--- src/rtl/murax_led_arbiter.sv ---
// LED ownership arbiter for the Murax board: heartbeat / CPU GPIO / button-press counter,
// plus 2-flop synchronizers and debouncers for BUT1/BUT2.
module murax_led_arbiter #(
    parameter int unsigned DEBOUNCE_CYCLES = 16,
    parameter int unsigned HEARTBEAT_BITS  = 24
) (
    input  logic       io_mainClk,
    input  logic       io_reset,
    input  logic       io_but1Raw,
    input  logic       io_but2Raw,
    input  logic [3:0] io_cpuLeds,
    input  logic [3:0] io_cpuLedsEn,
    input  logic       io_cpuClaim,
    output logic [3:0] io_leds,
    output logic [1:0] io_owner,
    output logic [1:0] io_buttons,
    output logic       io_but1Press
);

    localparam int unsigned CntW = $clog2(DEBOUNCE_CYCLES);
    localparam logic [CntW-1:0] CntLast = CntW'(DEBOUNCE_CYCLES - 1);

    typedef enum logic [1:0] {
        StHeart  = 2'd0,
        StCpu    = 2'd1,
        StButton = 2'd2
    } owner_e;

    logic [1:0]                sync1_q;
    logic [1:0]                sync2_q;
    logic [1:0]                level_q;
    logic [1:0]                press_q;
    logic [CntW-1:0]           db_cnt_q [2];
    logic [HEARTBEAT_BITS-1:0] hb_q;
    logic [3:0]                press_cnt_q;
    logic [3:0]                leds_q;
    logic [3:0]                led_src;
    owner_e                    state_q;

    // Bit 0 = BUT1, bit 1 = BUT2. The press pulse is registered together with the level so
    // it lines up with the rising edge of io_buttons.
    always_ff @(posedge io_mainClk) begin
        if (io_reset) begin
            sync1_q <= '0;
            sync2_q <= '0;
            level_q <= '0;
            press_q <= '0;
            for (int b = 0; b < 2; b++) begin
                db_cnt_q[b] <= '0;
            end
        end else begin
            sync1_q <= {io_but2Raw, io_but1Raw};
            sync2_q <= sync1_q;
            press_q <= '0;
            for (int b = 0; b < 2; b++) begin
                if (sync2_q[b] == level_q[b]) begin
                    db_cnt_q[b] <= '0;
                end else if (db_cnt_q[b] == CntLast) begin
                    db_cnt_q[b] <= '0;
                    level_q[b]  <= sync2_q[b];
                    press_q[b]  <= sync2_q[b];
                end else begin
                    db_cnt_q[b] <= db_cnt_q[b] + CntW'(1);
                end
            end
        end
    end

    always_comb begin
        led_src = 4'b0000;
        case (state_q)
            StHeart:  led_src = 4'b0001 << hb_q[HEARTBEAT_BITS-1 -: 2];
            StCpu:    led_src = io_cpuLeds & io_cpuLedsEn;
            StButton: led_src = press_cnt_q;
            default:  led_src = 4'b0000;
        endcase
    end

    always_ff @(posedge io_mainClk) begin
        if (io_reset) begin
            state_q     <= StHeart;
            hb_q        <= '0;
            press_cnt_q <= '0;
            leds_q      <= '0;
        end else begin
            hb_q        <= hb_q + HEARTBEAT_BITS'(1);
            press_cnt_q <= press_cnt_q + {3'b000, press_q[0]};
            leds_q      <= led_src;
            // A BUT2 press outranks the claim level in every state.
            if (press_q[1]) begin
                state_q <= (state_q == StButton) ? StHeart : StButton;
            end else begin
                case (state_q)
                    StHeart:  if (io_cpuClaim) state_q <= StCpu;
                    StCpu:    if (!io_cpuClaim) state_q <= StHeart;
                    StButton: ;
                    default:  state_q <= StHeart;
                endcase
            end
        end
    end

    assign io_leds      = leds_q;
    assign io_owner     = state_q;
    assign io_buttons   = level_q;
    assign io_but1Press = press_q[0];

endmodule

--- config.mk ---
export PLATFORM = sky130hd
export DESIGN_NAME = murax_led_arbiter
export DESIGN_NICKNAME = d
export VERILOG_FILES = /design/src/rtl/murax_led_arbiter.sv
export SDC_FILE = /design/constraint.sdc
export NUM_CORES = 1
export LEC_CHECK = 0
export ABC_AREA = 1
export CORE_MARGIN = 4
export CORE_UTILIZATION = 30
export DETAILED_ROUTE_END_ITERATION = 8
export PLACE_DENSITY = 0.57
export SYNTH_ARGS = -nofsm -noshare
export SYNTH_HDL_FRONTEND = slang
export SYNTH_SLANG_ARGS = --single-unit
--- constraint.sdc ---
create_clock -name io_mainClk -period 1.2 [get_ports io_mainClk]
set_input_delay 0.18 -clock io_mainClk [delete_from_list [all_inputs] [get_ports io_mainClk]]
set_output_delay 0.18 -clock io_mainClk [all_outputs]
set_load 0.01 [all_outputs]
==> impl_metrics.ini, run 1 <==
[final_layout]
fillers = 747
final_util_pct = 43.30
final_cells = 452
fin_nets = 370
synthToLayoutAreaGrowth_pct = 39.83
drive_gt1_share_pct = 32.01
insertedDiodeCount = 0

[timing]
grt_setup_unrepaired = true
drv_slew = 0
min_period_ns = 1.240
setup_ws_ns = -0.04048
timing.final.crit_share_pct = 103.4
finalHoldViolations = 0
finClkSkew_ns = 0.01018
finalSetupViolCount = 4
timing.fmax_mhz = 806.1
finalSetupTns_ns = -0.1030

[setup_path]
critPathMaxStageDelay_ns = 0.39
critPathCaptureType = register
timing.rr.start = hb_q[0]
crit_start = hb_q[0]
critPathLaunchType = register
rr_endpoint = hb_q[22]
crit_fanout = 4
cp_slowest_cell = dfxtp_4
rrSetupSlack_ns = -0.04
r2r_cells = 9
arrival_ns = 1.50
path_cells = ha_4 -> nand2_4 -> nor2_8 -> nand2_4 -> nor2_4 -> nand2_2 -> nand2_2 -> nand2_1 -> nor2_1
criticalPathCategory = register to register
cp-endpoint = hb_q[22]
required_ns = 1.46

[drt]
avgViaCountPerCell = 4.347
ant_nets = 0
wl_per_cell_um = 10.62
drt_iter0_drc = 75
route.detailed.drc = 0
firstDrtPassIters = 4
vias = 1965
wl_um = 4801

[floorplan]
start_util_pct = 30.96
rows = 31
chipHeight_um = 94.53
core_mm2 = 0.007253
die-area_mm2 = 0.008935
pin_count = 22
die_w_um = 94.53

[logic_synthesis]
postSynthAreaPerCell_um2 = 7.613
syn_area_mm2 = 0.002246
yosys_warnings = 0
synth_seq_cells = 50
ys_types = 28
synth_seq_area_share_pct = 48.13
synthCells = 295

[clock_tree]
clk_pin_slew_ns = 0.11
root_buffer = clkbuf_8
htreeDepth = 2
clock_sinks = 50
clk_path_buf_depth = 2
clkLatencyLatePin_ns = 0.31
cts_hold_buf = 0
cts_tree = yes
cts_buffers = 5

[placement]
dp_hpwl_um = 3512
io_buffer_count = 21
place_congestion = 0.7855
place_inst = 442

[power_and_ir_drop]
p_leak_uw = 0.001344
p_per_area_mw_per_mm2 = 952.0
peakVddDrop_uv = 481.6

[flow_run]
maxCapViolCount = 0

[grt]
met2_usage_pct = 19.27
overflow = 0
grt_pass1_vias = 1885
grt_busiest_layer = met2
antenna_found_initial = 0
grt_pass1_wl_um = 8079
met3_usage_pct = 3.904
grt_max_degree = 23
grt_use_met1_pct = 13.84
grt_usage_pct = 11.60

[run_status]
status = finished, violations left
violations = setup timing

[hold_path]
hp-class = primary input to register
hold_path.startpoint = io_but1Raw
-- synth_stat cells --
cell / number / area (µm²)
nor2_8: 1 / 20.02
nor2_1: 62 / 232.7
xnor2_1: 4 / 35.03
o21ai_1: 1 / 5.000
nor4_1: 1 / 6.260
nor2_4: 2 / 22.52
clkbuf_1: 2 / 7.510
o21ai_0: 5 / 25.02
ha_1: 5 / 62.56
nand4_1: 5 / 31.28
o21bai_1: 1 / 7.510
nor2_2: 4 / 25.02
a31oi_1: 1 / 6.260
buf_2: 2 / 10.01
edfxtp_1: 8 / 240.2
xor2_1: 8 / 70.07
conb_1: 1 / 3.750
nand2_1: 60 / 225.2
inv_2: 1 / 3.750
nand2_4: 1 / 11.26
nand3_1: 23 / 115.1
dfxtp_1: 42 / 840.8
nor3_1: 6 / 30.03
o211ai_1: 1 / 7.510
inv_1: 35 / 131.4
a21oi_1: 10 / 50.05
nand2_2: 2 / 12.51
o21a_1: 1 / 7.510
-- layout make-up --
cell class | count | area [µm²] | area share, %
sequential | 50 | 1115 | 35.50
clock inverter | 3 | 26.28 | 0.8367
tap | 99 | 123.9 | 3.944
clock buffer | 5 | 68.82 | 2.191
inverter | 36 | 135.1 | 4.303
timing repair buffer | 47 | 401.6 | 12.79
multi-input combinational | 212 | 1270 | 40.44
-- critical path: cells and delay by family (launching register included) --
kind	cells	cell delay, ns
fa+ha+maj	1	0.15
flops	1	0.39
simple gates	8	0.66
-- per-layer routing --
metal	part of all wire, %	vias up
li1	-	1043
met1	46	885
met2	48	25
met3	3.5	12
met4	2.7	0
met5	0	-
-- per-stage QoR --
stage          power [µW]  area, µm²  setup slack [ns]  hold slack, ns
4_1_cts              3005       2953          -0.03924          0.3627
5_1_grt              3127       3141           -0.1345          0.3585
2_1_floorplan        1879       2297         -0.002648          0.2576
3_5_place_dp         1963       2794           -0.1624          0.3960
6_report             2990       3141          -0.04048          0.3649
3_3_place_gp         1959       2794           -0.1403          0.3903
-- how the worst min path moves through the flow --
stage                             to  cells after the start
final                     sync1_q[0]                      3
after global routing      sync1_q[1]                      3
after global placement    sync2_q[0]                      2
after detailed placement  sync2_q[0]                      2
after floorplan              hb_q[2]                      1
after CTS                 sync1_q[0]                      3
-- cell families after synthesis --
family,Yosys count,synth area share [%]
other cells,1,0.1670
xor+xnor,12,4.680
fa+ha+maj,5,2.786
compound gates,20,4.847
simple gates,167,32.59
flops,50,48.13
buf+inv,40,6.797
-- flip-flops by register name (all words and copies together) (netlist names) --
name	flops
hb_q	24
db_cnt_q	8
io_leds	4
press_cnt_q	4
io_buttons	2
io_owner	2
press_q	2
sync1_q	2
sync2_q	2
-- cell usage in the layout, fill, tap and decap left out, types with 2 or more instances in the layout --
master,count
xor2_1,7
ha_4,2
a21oi_1,9
nand3_1,15
nor2_2,12
nand3_2,6
nor2_4,10
nor3_1,5
nand2_4,4
clkbuf_8,5
dfxtp_4,3
inv_1,33
ha_1,2
edfxtp_1,8
nand4_1,5
buf_6,2
clkdlybuf4s50_1,12
xnor2_1,4
nand2_1,45
o21ai_1,2
conb_1,8
o21ai_0,4
nor2_1,46
nand3_4,2
buf_4,24
dfxtp_2,18
dlygate4sd2_1,9
inv_6,2
nand2_2,14
dfxtp_1,21
inv_2,3
-- power breakdown --
group	leakage [µW]	switching [µW]	internal, µW
Clock	0.0000491	622	430
Sequential	0.000434	30.3	1730
Combinational	0.000861	86.6	90.0
-- what timing repair did --
item                       in CTS  in global routing
gates resized for setup        31                 61
setup buffers                   1                  1
pin swaps                       8                 12
setup endpoints to repair      29                 34
No activity file was read; power rests on OpenSTA's default activity.
==> run 2: changes to the inputs <==
CAP_MARGIN = 20   (was unset)
==> results of run 2 <==
The final DEF is identical to that of run 1; final timing and power are the same.
